**src/rtl/clk_div_cfg_pkg.sv**
```systemverilog
// Shared types and default widths for the divider configuration sequencer.
package clk_div_cfg_pkg;

  localparam int DEF_DIV_VALUE_WIDTH = 32;
  localparam int DEF_TIMEOUT_WIDTH   = 16;

  typedef enum logic [1:0] {
    ST_IDLE      = 2'b00,
    ST_REQ       = 2'b01,
    ST_WAIT_DONE = 2'b10
  } state_e;

endpackage

```
**src/rtl/clk_div_cfg_ctrl_if.sv**
```systemverilog
// Software request side and downstream divider side of clk_div_cfg_ctrl.
interface clk_div_cfg_ctrl_if
  import clk_div_cfg_pkg::*;
#(
  parameter int DIV_VALUE_WIDTH = DEF_DIV_VALUE_WIDTH,
  parameter int TIMEOUT_WIDTH   = DEF_TIMEOUT_WIDTH
);

  logic [DIV_VALUE_WIDTH-1:0] cfg_div_i;
  logic                       cfg_init_i;
  logic                       cfg_valid_i;
  logic                       cfg_ready_o;
  logic [TIMEOUT_WIDTH-1:0]   timeout_i;
  logic [DIV_VALUE_WIDTH-1:0] div_o;
  logic                       clk_init_o;
  logic                       div_valid_o;
  logic                       div_ready_i;
  logic                       div_done_i;
  logic                       busy_o;
  logic                       done_o;
  logic                       err_o;
  logic                       err_clr_i;

  modport slave (
    input  cfg_div_i, cfg_init_i, cfg_valid_i, timeout_i,
    input  div_ready_i, div_done_i, err_clr_i,
    output cfg_ready_o, div_o, clk_init_o, div_valid_o,
    output busy_o, done_o, err_o
  );

  modport master (
    output cfg_div_i, cfg_init_i, cfg_valid_i, timeout_i,
    output div_ready_i, div_done_i, err_clr_i,
    input  cfg_ready_o, div_o, clk_init_o, div_valid_o,
    input  busy_o, done_o, err_o
  );

endinterface

```
**src/rtl/clk_div_cfg_tmo.sv**
```systemverilog
// Done-wait timer: clear/enable saturating counter with timeout compare.
module clk_div_cfg_tmo
  import clk_div_cfg_pkg::*;
#(
  parameter int TIMEOUT_WIDTH = DEF_TIMEOUT_WIDTH
) (
  input  logic                     clk,
  input  logic                     rst_n,
  input  logic                     clr,
  input  logic                     en,
  input  logic [TIMEOUT_WIDTH-1:0] timeout_i,
  output logic                     expire_o
);

  localparam logic [TIMEOUT_WIDTH-1:0] CNT_ONE = TIMEOUT_WIDTH'(1);
  localparam logic [TIMEOUT_WIDTH-1:0] CNT_MAX = '1;

  logic [TIMEOUT_WIDTH-1:0] cnt_d;
  logic [TIMEOUT_WIDTH-1:0] cnt_q;

  // Saturate instead of wrapping so an infinite wait never aliases a timeout.
  always_comb begin
    cnt_d = cnt_q;
    if (clr)                          cnt_d = '0;
    else if (en && (cnt_q != CNT_MAX)) cnt_d = cnt_q + CNT_ONE;
  end

  dffr #(.WIDTH(TIMEOUT_WIDTH)) u_cnt_ff (
    .clk   (clk),
    .rst_n (rst_n),
    .d     (cnt_d),
    .q     (cnt_q)
  );

  assign expire_o = en && (timeout_i != '0) && (cnt_q == (timeout_i - CNT_ONE));

endmodule

```
**src/rtl/dffr.sv**
```systemverilog
// Resettable D flop primitive: async active-low reset to RST_VAL.
module dffr #(
  parameter int               WIDTH   = 1,
  parameter logic [WIDTH-1:0] RST_VAL = '0
) (
  input  logic             clk,
  input  logic             rst_n,
  input  logic [WIDTH-1:0] d,
  output logic [WIDTH-1:0] q
);

  // NOTE: non-blocking so every flop samples its d before any q updates.
  always_ff @(posedge clk or negedge rst_n) begin
    if (!rst_n) q <= RST_VAL;
    else        q <= d;
  end

endmodule

```
**src/rtl/clk_div_cfg_ctrl.sv**
```systemverilog
// Register-driven request sequencer for the runtime clock divider.
// Optional macro CLK_DIV_CFG_SKIP_SAME_EN: skip the divider handshake for an unchanged, settled setting.
module clk_div_cfg_ctrl
  import clk_div_cfg_pkg::*;
#(
  parameter int                         DIV_VALUE_WIDTH = DEF_DIV_VALUE_WIDTH,
  parameter int                         TIMEOUT_WIDTH   = DEF_TIMEOUT_WIDTH,
  parameter logic [DIV_VALUE_WIDTH-1:0] RST_DIV_VALUE   = '0
) (
  input  logic             clk_i,
  input  logic             rst_n_i,
  clk_div_cfg_ctrl_if.slave bus
);

  state_e                     state_d;
  state_e                     state_q;
  logic [1:0]                 state_bits_q;
  logic [DIV_VALUE_WIDTH-1:0] div_d;
  logic [DIV_VALUE_WIDTH-1:0] div_q;
  logic                       init_d;
  logic                       init_q;
  logic                       done_d;
  logic                       done_q;
  logic                       err_d;
  logic                       err_q;
  logic                       skip;
  logic                       tmr_clr;
  logic                       tmr_en;
  logic                       expire;

  assign state_q = state_e'(state_bits_q);

`ifdef CLK_DIV_CFG_SKIP_SAME_EN
  assign skip = (bus.cfg_div_i == div_q) && (bus.cfg_init_i == init_q) &&
                bus.div_done_i && !err_q;
`else
  assign skip = 1'b0;
`endif

  assign tmr_clr = (state_q == ST_REQ) && bus.div_ready_i;
  assign tmr_en  = (state_q == ST_WAIT_DONE);

  clk_div_cfg_tmo #(.TIMEOUT_WIDTH(TIMEOUT_WIDTH)) u_tmo (
    .clk       (clk_i),
    .rst_n     (rst_n_i),
    .clr       (tmr_clr),
    .en        (tmr_en),
    .timeout_i (bus.timeout_i),
    .expire_o  (expire)
  );

  // NOTE: every output gets a default first, so no path leaves a latch behind.
  always_comb begin
    state_d = state_q;
    div_d   = div_q;
    init_d  = init_q;
    done_d  = 1'b0;
    err_d   = bus.err_clr_i ? 1'b0 : err_q;

    unique case (state_q)
      ST_IDLE: begin
        if (bus.cfg_valid_i) begin
          div_d  = bus.cfg_div_i;
          init_d = bus.cfg_init_i;
          if (skip) done_d  = 1'b1;
          else      state_d = ST_REQ;
        end
      end
      ST_REQ: begin
        if (bus.div_ready_i) state_d = ST_WAIT_DONE;
      end
      ST_WAIT_DONE: begin
        // Success outranks a timeout landing on the same cycle; a set outranks a clear.
        if (bus.div_done_i) begin
          done_d  = 1'b1;
          state_d = ST_IDLE;
        end else if (expire) begin
          err_d   = 1'b1;
          state_d = ST_IDLE;
        end
      end
      default: state_d = ST_IDLE;
    endcase
  end

  dffr #(.WIDTH(2), .RST_VAL(ST_IDLE)) u_state_ff (
    .clk(clk_i), .rst_n(rst_n_i), .d(state_d), .q(state_bits_q)
  );
  dffr #(.WIDTH(DIV_VALUE_WIDTH), .RST_VAL(RST_DIV_VALUE)) u_div_ff (
    .clk(clk_i), .rst_n(rst_n_i), .d(div_d), .q(div_q)
  );
  dffr #(.WIDTH(1)) u_init_ff (
    .clk(clk_i), .rst_n(rst_n_i), .d(init_d), .q(init_q)
  );
  dffr #(.WIDTH(1)) u_done_ff (
    .clk(clk_i), .rst_n(rst_n_i), .d(done_d), .q(done_q)
  );
  dffr #(.WIDTH(1)) u_err_ff (
    .clk(clk_i), .rst_n(rst_n_i), .d(err_d), .q(err_q)
  );

  assign bus.cfg_ready_o = (state_q == ST_IDLE);
  assign bus.div_valid_o = (state_q == ST_REQ);
  assign bus.busy_o      = (state_q != ST_IDLE);
  assign bus.div_o       = div_q;
  assign bus.clk_init_o  = init_q;
  assign bus.done_o      = done_q;
  assign bus.err_o       = err_q;

endmodule

```
**src/flat_wrapper.sv**
```systemverilog
// flat-port wrapper written by rule: the top's interface ports become plain ports
module clk_div_cfg_ctrl_flat import clk_div_cfg_pkg::*;
#(
  parameter int                         DIV_VALUE_WIDTH = DEF_DIV_VALUE_WIDTH,
  parameter int                         TIMEOUT_WIDTH   = DEF_TIMEOUT_WIDTH,
  parameter logic [DIV_VALUE_WIDTH-1:0] RST_DIV_VALUE   = '0
)
  (clk_i, rst_n_i, bus_cfg_div_i, bus_cfg_init_i, bus_cfg_valid_i, bus_timeout_i, bus_div_ready_i, bus_div_done_i, bus_err_clr_i, bus_cfg_ready_o, bus_div_o, bus_clk_init_o, bus_div_valid_o, bus_busy_o, bus_done_o, bus_err_o);
  clk_div_cfg_ctrl_if #(.DIV_VALUE_WIDTH(DIV_VALUE_WIDTH), .TIMEOUT_WIDTH(TIMEOUT_WIDTH)) bus_i ();
  input  logic clk_i;
  input  logic rst_n_i;
  input wire logic [$bits(bus_i.cfg_div_i)-1:0] bus_cfg_div_i;
  input wire logic [$bits(bus_i.cfg_init_i)-1:0] bus_cfg_init_i;
  input wire logic [$bits(bus_i.cfg_valid_i)-1:0] bus_cfg_valid_i;
  input wire logic [$bits(bus_i.timeout_i)-1:0] bus_timeout_i;
  input wire logic [$bits(bus_i.div_ready_i)-1:0] bus_div_ready_i;
  input wire logic [$bits(bus_i.div_done_i)-1:0] bus_div_done_i;
  input wire logic [$bits(bus_i.err_clr_i)-1:0] bus_err_clr_i;
  output wire logic [$bits(bus_i.cfg_ready_o)-1:0] bus_cfg_ready_o;
  output wire logic [$bits(bus_i.div_o)-1:0] bus_div_o;
  output wire logic [$bits(bus_i.clk_init_o)-1:0] bus_clk_init_o;
  output wire logic [$bits(bus_i.div_valid_o)-1:0] bus_div_valid_o;
  output wire logic [$bits(bus_i.busy_o)-1:0] bus_busy_o;
  output wire logic [$bits(bus_i.done_o)-1:0] bus_done_o;
  output wire logic [$bits(bus_i.err_o)-1:0] bus_err_o;
  assign bus_i.cfg_div_i = bus_cfg_div_i;
  assign bus_i.cfg_init_i = bus_cfg_init_i;
  assign bus_i.cfg_valid_i = bus_cfg_valid_i;
  assign bus_i.timeout_i = bus_timeout_i;
  assign bus_i.div_ready_i = bus_div_ready_i;
  assign bus_i.div_done_i = bus_div_done_i;
  assign bus_i.err_clr_i = bus_err_clr_i;
  assign bus_cfg_ready_o = bus_i.cfg_ready_o;
  assign bus_div_o = bus_i.div_o;
  assign bus_clk_init_o = bus_i.clk_init_o;
  assign bus_div_valid_o = bus_i.div_valid_o;
  assign bus_busy_o = bus_i.busy_o;
  assign bus_done_o = bus_i.done_o;
  assign bus_err_o = bus_i.err_o;
  clk_div_cfg_ctrl #(.DIV_VALUE_WIDTH(DIV_VALUE_WIDTH), .TIMEOUT_WIDTH(TIMEOUT_WIDTH), .RST_DIV_VALUE(RST_DIV_VALUE)) u_core (.clk_i(clk_i), .rst_n_i(rst_n_i), .bus(bus_i));
endmodule
```
**config.mk**
```make
export PLATFORM = sky130hd
export DESIGN_NAME = clk_div_cfg_ctrl_flat
export DESIGN_NICKNAME = d
export VERILOG_FILES = /design/src/rtl/clk_div_cfg_pkg.sv /design/src/rtl/clk_div_cfg_ctrl_if.sv /design/src/rtl/clk_div_cfg_tmo.sv /design/src/rtl/dffr.sv /design/src/rtl/clk_div_cfg_ctrl.sv /design/src/flat_wrapper.sv
export SDC_FILE = /design/constraint.sdc
export NUM_CORES = 1
export LEC_CHECK = 0
export CAP_MARGIN = 5
export CORE_MARGIN = 2
export CORE_UTILIZATION = 40
export CTS_BUF_LIST = sky130_fd_sc_hd__clkbuf_16
export DETAILED_ROUTE_END_ITERATION = 6
export GPL_TIMING_DRIVEN = 0
export PLACE_DENSITY = 0.71
export RECOVER_POWER = 100
export SLEW_MARGIN = 20
export SYNTH_ARGS = -nofsm -noshare
export SYNTH_HDL_FRONTEND = slang
export SYNTH_HIERARCHICAL = 1
export SYNTH_SLANG_ARGS = --single-unit
export TNS_END_PERCENT = 100
```
**constraint.sdc**
```tcl
create_clock -name clk_i -period 5.74 [get_ports clk_i]
set_clock_uncertainty 0.05 [all_clocks]
set_input_delay 1.435 -clock clk_i [delete_from_list [all_inputs] [get_ports clk_i]]
set_output_delay 1.435 -clock clk_i [all_outputs]
set_load 0.05 [all_outputs]
```
==> results of run 1 <==
[cell usage after synthesis, types with 2 or more instances]
cell / instances / area [um^2]
and4_1: 2 / 17.5
a211oi_1: 2 / 15.0
nor3b_1: 3 / 22.5
and3_1: 2 / 12.5
mux2i_1: 2 / 20.0
nor2_1: 23 / 86.3
or2_2: 2 / 12.5
o21ai_0: 2 / 10.0
mux2_2: 32 / 360
xnor2_1: 17 / 149
or3_1: 3 / 18.8
nor3_1: 4 / 20.0
nand3b_1: 2 / 15.0
and3b_1: 2 / 17.5
nand2_1: 6 / 22.5
inv_1: 7 / 26.3
mux2_1: 2 / 22.5
o31ai_1: 2 / 15.0
nor4b_1: 2 / 17.5
nor4_1: 2 / 12.5
o211ai_1: 2 / 15.0
nor2b_1: 4 / 25.0
dfrtp_1: 53 / 1330
buf_6: 3 / 33.8
clkbuf_1: 4 / 15.0
xor2_1: 18 / 158
nand4_1: 7 / 43.8
ha_1: 3 / 37.5
or4_1: 4 / 30.0
nand3_1: 10 / 50.1
a21oi_1: 7 / 35.0
[metal layers]
| layer | vias to the layer above | track usage (%) | share of wire [%] |
|---|---|---|---|
| li1 | 1091 | - | - |
| met2 | 85 | 25.8 | 44 |
| met1 | 1061 | 21.2 | 42 |
| met3 | 4 | 9.71 | 13 |
| met5 | - | 0 | 0 |
| met4 | 0 | 5.03 | 0.91 |
[kinds of logic (layout without fill, tap and decap cells)]
family / after synthesis / after routing / synth area share (%)
and+or+nand+nor: 83 / 83 / 17.3
DFF: 53 / 53 / 47.2
muxes: 36 / 36 / 14.3
xor gates and xnor gates: 35 / 35 / 10.9
AOI/OAI and AO/OA: 24 / 24 / 6.14
buffers and inverters: 15 / 113 / 2.85
adders and majority gates: 3 / 3 / 1.34
[stage by stage]
stage	setup slack [ps]	cells	cell area (um^2)	hold WS [ps]	util, %
2_1_floorplan	1970	249	2810	460	-
3_3_place_gp	1180	437	3850	422	56.7
3_5_place_dp	1150	437	3850	434	56.7
4_1_cts	1440	443	3980	451	58.6
5_1_grt	926	443	3940	462	57.9
6_report	1020	443	3940	436	57.9
[worst paths after layout]
kind	slack, ps	end	startpoint	cells past startpoint
min in group asynchronous	1980	u_core/u_div_ff/q[11]$_DFF_PN0_	rst_n_i	1
max in group asynchronous	2080	u_core/u_div_ff/q[15]$_DFF_PN0_	rst_n_i	1
hold reg to reg	440	u_core/u_div_ff/q[1]$_DFF_PN0_	u_core/u_div_ff/q[1]$_DFF_PN0_	1
setup / recovery	1020	u_core/u_state_ff/q[1]$_DFF_PN0_	bus_timeout_i[2]	10
setup reg to reg	2860	u_core/u_state_ff/q[1]$_DFF_PN0_	u_core/u_state_ff/q[0]$_DFF_PN0_	7
hold / removal	440	u_core/u_div_ff/q[1]$_DFF_PN0_	u_core/u_div_ff/q[1]$_DFF_PN0_	1
[critical path, delay by kind of cell]
kind                      cells  cell delay (ps)
xor gates and xnor gates      1              160
buffers and inverters         2              820
and+or+nand+nor               3             1100
AOI/OAI and AO/OA             4             1330
[power by group]
group / switching (uW) / internal [uW]
clock: 121 / 156
sequential: 72.9 / 509
combinational: 674 / 361
total: 868 / 1030
[area by class of cell]
| cell class | instances | area, um^2 | share of cell area [%] |
|---|---|---|---|
| clock buffers | 5 | 125 | 3.18 |
| plain buffers | 8 | 31.3 | 0.795 |
| inverters | 7 | 26.3 | 0.668 |
| repair buffers | 92 | 915 | 23.2 |
| flip-flops and latches | 53 | 1330 | 33.7 |
| multi-input cells | 181 | 1390 | 35.3 |
| clock inverters | 1 | 5.00 | 0.127 |
| well taps | 96 | 120 | 3.05 |
[registers in the layout, summed over array words and instances (netlist names)]
signal / count
u_core/u_init_ff/q: 1
u_core/u_err_ff/q: 1
u_core/u_div_ff/q: 32
u_core/u_tmo/u_cnt_ff/q: 16
u_core/u_done_ff/q: 1
u_core/u_state_ff/q: 2
==> results.sh, run 1 <==
export IMPL_cpPeakStageDelay_ps=630
export IMPL_drv_slew=54
export IMPL_ctsHtreeMaxLevel=2
export IMPL_ys_seq_area_share_pct=47.2
export IMPL_synth_edf_count=0
export IMPL_grt_pass1_wl_mm=10.3
export IMPL_worstPathArrival_ps=4850
export IMPL_synthArstFlopShare_pct=100
export IMPL_diodes=0
export IMPL_grt_setup_unrepaired="false"
export IMPL_min_period_ps=4720
export IMPL_drt_total_wl_mm=6.29
export IMPL_yosysWarnings=6
export IMPL_cts_resized=0
export IMPL_grt_max_degree=54
export IMPL_violations="max-capacitance violations, max-slew violations"
export IMPL_antenna_found_initial=0
export IMPL_io_buffers=92
export IMPL_synth_cell_area_um2=2810
export IMPL_crit_chain="dlygate4sd3_1, or4_1, buf_2, or4_1, xnor2_1, a2111o_1, a2111oi_0, o211a_1, nor2_1, a21o_1"
export IMPL_hold_buffers=0
export IMPL_cpMostUsedCell="or4_1"
export IMPL_period_share_pct=82.2
export IMPL_grt_use_total_pct=17.2
export IMPL_drt_iter0_drc=91
export IMPL_status="finished, violations left"
export IMPL_numCtsBuffers=5
export IMPL_area_delta_synth_final_pct=40.0
export IMPL_first_pass_iters=4
export IMPL_post_cts_buffers=0
export IMPL_tightest_slew_ps=2770
export IMPL_routedWlPerCell_um=14.2
export IMPL_hold_viol=0
export IMPL_cts_clk_slew_worst_paths_ps=70
export IMPL_crit_path_end_kind="register"
export IMPL_fill_cells=605
export IMPL_synthCells=249
export IMPL_max_cap_violations=1
export IMPL_cts_buffer_depth=2
export IMPL_drtAntennaViolNets=0
export IMPL_drive_above_1_share_pct=12.1
export IMPL_slowest_stage="dlygate4sd3_1"
export IMPL_power_density_nw_per_um2=481
export IMPL_first_global_vias=2214
export IMPL_cts_tree="done"
export IMPL_clkSinkCount=53
export IMPL_tns_ps=0
export IMPL_p_leak_uw=0.00160
export IMPL_cts_root_buf="clkbuf_16"
export IMPL_fmax_ghz=0.212
export IMPL_dieArea_um2=7710
export IMPL_critPathKind="primary input to register"
export IMPL_syn_nets=307
export IMPL_setup_viol_count_final=0
export IMPL_die_w_um=87.8
export IMPL_min_path_type="register to register"
export IMPL_ys_ff_latch=53
export IMPL_routabilityCongestion=0.835
export IMPL_rows=30
export IMPL_vias=2241
export IMPL_final_common_cell="dfrtp_1"
export IMPL_avgViaCountPerCell=5.06
export IMPL_synth_ff_type="dfrtp_1"
export IMPL_initial_core_util_pct=41.4
export IMPL_crit_path_max_fanout=8
export IMPL_slew_headroom_pct=-84.7
export IMPL_hpwl_mm=4.75
export IMPL_io_pins=93
export IMPL_p_total_uw=1890
export IMPL_clk_latency_ps=280
export IMPL_worstPathRequired_ps=5870
export IMPL_fp_coreArea_um2=6790
export IMPL_ys_types=46
export IMPL_fin_nets=406
export IMPL_die_h_um=87.8
export IMPL_drc=0
export IMPL_layout_common_cells="dfrtp_1, clkdlybuf4s50_1, dlygate4sd3_1"
export IMPL_peakVddDrop_mv=0.443
export IMPL_start_kind="primary input"
export IMPL_postSynthAreaPerCell_um2=11.3
export IMPL_overflow=0
No activity file was read; power rests on OpenSTA's default activity.
==> run 2, diff against run 1 <==
Settings changed: PLACE_DENSITY 0.71 to 0.74.
Clock period 5.74 ns to 4 ns, I/O delays scaled along.
==> run 2 against run 1 <==
Effect of this change:
- the run still ends with max-capacitance violations, max-slew violations left
- register-to-register slack got worse by 1500 ps
- first-iteration DRC count increased by 53%
- sequential share of layout area decreased by 0.16 points
- critical path depth unchanged
- via count about the same
- worst setup slack got worse by 850 ps
- non-clock buffer count unchanged
- core utilization increased by 0.28 points
- cell count increased by 0.45%
- clock-buffer cell count unchanged
- critical endpoint unchanged
- largest cell class unchanged
- largest power group unchanged
==> results.sh, run 2 (synthesis results as in run 1) <==
export IMPL_dp_cells=437
export IMPL_layout_common_cells="dfrtp_1, clkdlybuf4s50_1, dlygate4sd3_1"
export IMPL_start_kind="primary input"
export IMPL_dieArea_um2=7710
export IMPL_clk_latency_ps=280
export IMPL_min_path_type="register to register"
export IMPL_first_global_vias=2227
export IMPL_hold_path_startpoint="u_core/u_div_ff/q[2]$_DFF_PN0_"
export IMPL_tns_ps=0
export IMPL_largest_register="u_core/u_div_ff/q"
export IMPL_diodes=0
export IMPL_setup_viol_count_final=0
export IMPL_tightest_slew_ps=2810
export IMPL_avgViaCountPerCell=5.03
export IMPL_clkSinkCount=53
export IMPL_io_pins=93
export IMPL_cts_clk_slew_worst_paths_ps=70
export IMPL_worstPathRequired_ps=4120
export IMPL_drive_above_1_share_pct=12.6
export IMPL_utilization_pct=58.2
export IMPL_cts_resized=0
export IMPL_hold_viol=0
export IMPL_vias=2239
export IMPL_initial_core_util_pct=41.4
export IMPL_grt_use_total_pct=17.3
export IMPL_fmax_ghz=0.261
export IMPL_cts_buffer_depth=2
export IMPL_die_w_um=87.8
export IMPL_reg2reg_from="u_core/u_state_ff/q[0]$_DFF_PN0_"
export IMPL_fp_coreArea_um2=6790
export IMPL_die_h_um=87.8
export IMPL_grt_max_degree=54
export IMPL_crit_path_end_kind="register"
export IMPL_violations="max-capacitance violations, max-slew violations"
export IMPL_p_total_uw=2740
export IMPL_worstPathArrival_ps=3960
export IMPL_routabilityCongestion=0.853
export IMPL_drc=0
export IMPL_p_leak_uw=0.00161
export IMPL_hold_depth=1
export IMPL_regToRegSetupSlack_ps=1350
export IMPL_first_pass_iters=4
export IMPL_final_common_cell="dfrtp_1"
export IMPL_hold_end="u_core/u_div_ff/q[2]$_DFF_PN0_"
export IMPL_status="finished, violations left"
export IMPL_drtAntennaViolNets=0
export IMPL_period_share_pct=95.8
export IMPL_overflow=0
export IMPL_largest_register_ffs=32
export IMPL_routedWlPerCell_um=14.7
export IMPL_critPathKind="primary input to register"
export IMPL_crit_path_max_fanout=8
export IMPL_max_cap_violations=1
export IMPL_r2r_end="u_core/u_state_ff/q[1]$_DFF_PN0_"
export IMPL_area_delta_synth_final_pct=40.7
export IMPL_fin_nets=406
export IMPL_grt_pass1_wl_mm=10.5
export IMPL_numCtsBuffers=5
export IMPL_post_cts_buffers=0
export IMPL_hpwl_mm=4.90
export IMPL_slew_headroom_pct=-87.4
export IMPL_reg2regPathDepth=7
export IMPL_cts_root_buf="clkbuf_16"
export IMPL_cts_tree="done"
export IMPL_largestRegisters="u_core/u_div_ff/q (32), u_core/u_tmo/u_cnt_ff/q (16), u_core/u_state_ff/q (2)"
export IMPL_min_period_ps=3830
export IMPL_hold_buffers=0
export IMPL_drt_iter0_drc=139
export IMPL_antenna_found_initial=0
export IMPL_grt_setup_unrepaired="false"
export IMPL_fin_cells=445
export IMPL_rows=30
export IMPL_power_density_nw_per_um2=693
export IMPL_io_buffers=92
export IMPL_peakVddDrop_mv=0.528
export IMPL_whs_ps=433
export IMPL_drt_total_wl_mm=6.55
export IMPL_drv_slew=54
export IMPL_ctsHtreeMaxLevel=2
run 2: critical path, cell delays in order:
cell	delay [ps]
clkdlybuf4s50_1	500
or4_1	550
clkbuf_2	190
or4_1	520
xnor2_1	150
a2111o_1	300
a2111oi_2	250
o211a_1	250
nor2_1	60
a21o_1	160
run 2: worst max-delay path by stage:
| stage | start | end | slack (ps) |
|---|---|---|---|
| floorplan | bus_timeout_i[2] | u_core/u_state_ff/q[1]$_DFF_PN0_ | 670 |
| global placement | bus_timeout_i[2] | u_core/u_state_ff/q[1]$_DFF_PN0_ | -80 |
| detailed placement | bus_timeout_i[2] | u_core/u_state_ff/q[1]$_DFF_PN0_ | -70 |
| CTS | bus_timeout_i[2] | u_core/u_state_ff/q[1]$_DFF_PN0_ | 220 |
| global route | bus_timeout_i[2] | u_core/u_state_ff/q[1]$_DFF_PN0_ | 60 |
| finish | bus_timeout_i[2] | u_core/u_state_ff/q[1]$_DFF_PN0_ | 170 |
run 2: layer usage:
layer	vias to the layer above	routed length [um]	GRT usage (%)
li1	1089	-	-
met2	97	2940	26.9
met4	0	43	4.20
met1	1049	2750	21.6
met3	4	812	8.58
met5	-	0	0
run 2: cell type report:
| class | instances | area, um^2 |
|---|---|---|
| sequential | 53 | 1330 |
| multi-input combinational | 181 | 1390 |
| tap | 96 | 120 |
| clock inverter | 3 | 17.5 |
| inverter | 7 | 26.3 |
| buffer | 8 | 31.3 |
| timing repair buffer | 92 | 915 |
| fill | 602 | 2840 |
| clock buffer | 5 | 125 |
run 2: power by group:
part / switching, uW / leakage [uW] / internal, uW
clock network: 183 / 0.0000712 / 230
logic: 975 / 0.000878 / 518
registers: 106 / 0.000660 / 731
run 2: through the flow:
stage | setup slack (ps) | cell area (um^2)
after floorplan | 670 | 2810
after global placement | -76.7 | 3850
after detailed placement | -71.4 | 3850
after CTS | 217 | 3990
after global routing | 64.4 | 3960
final | 168 | 3960
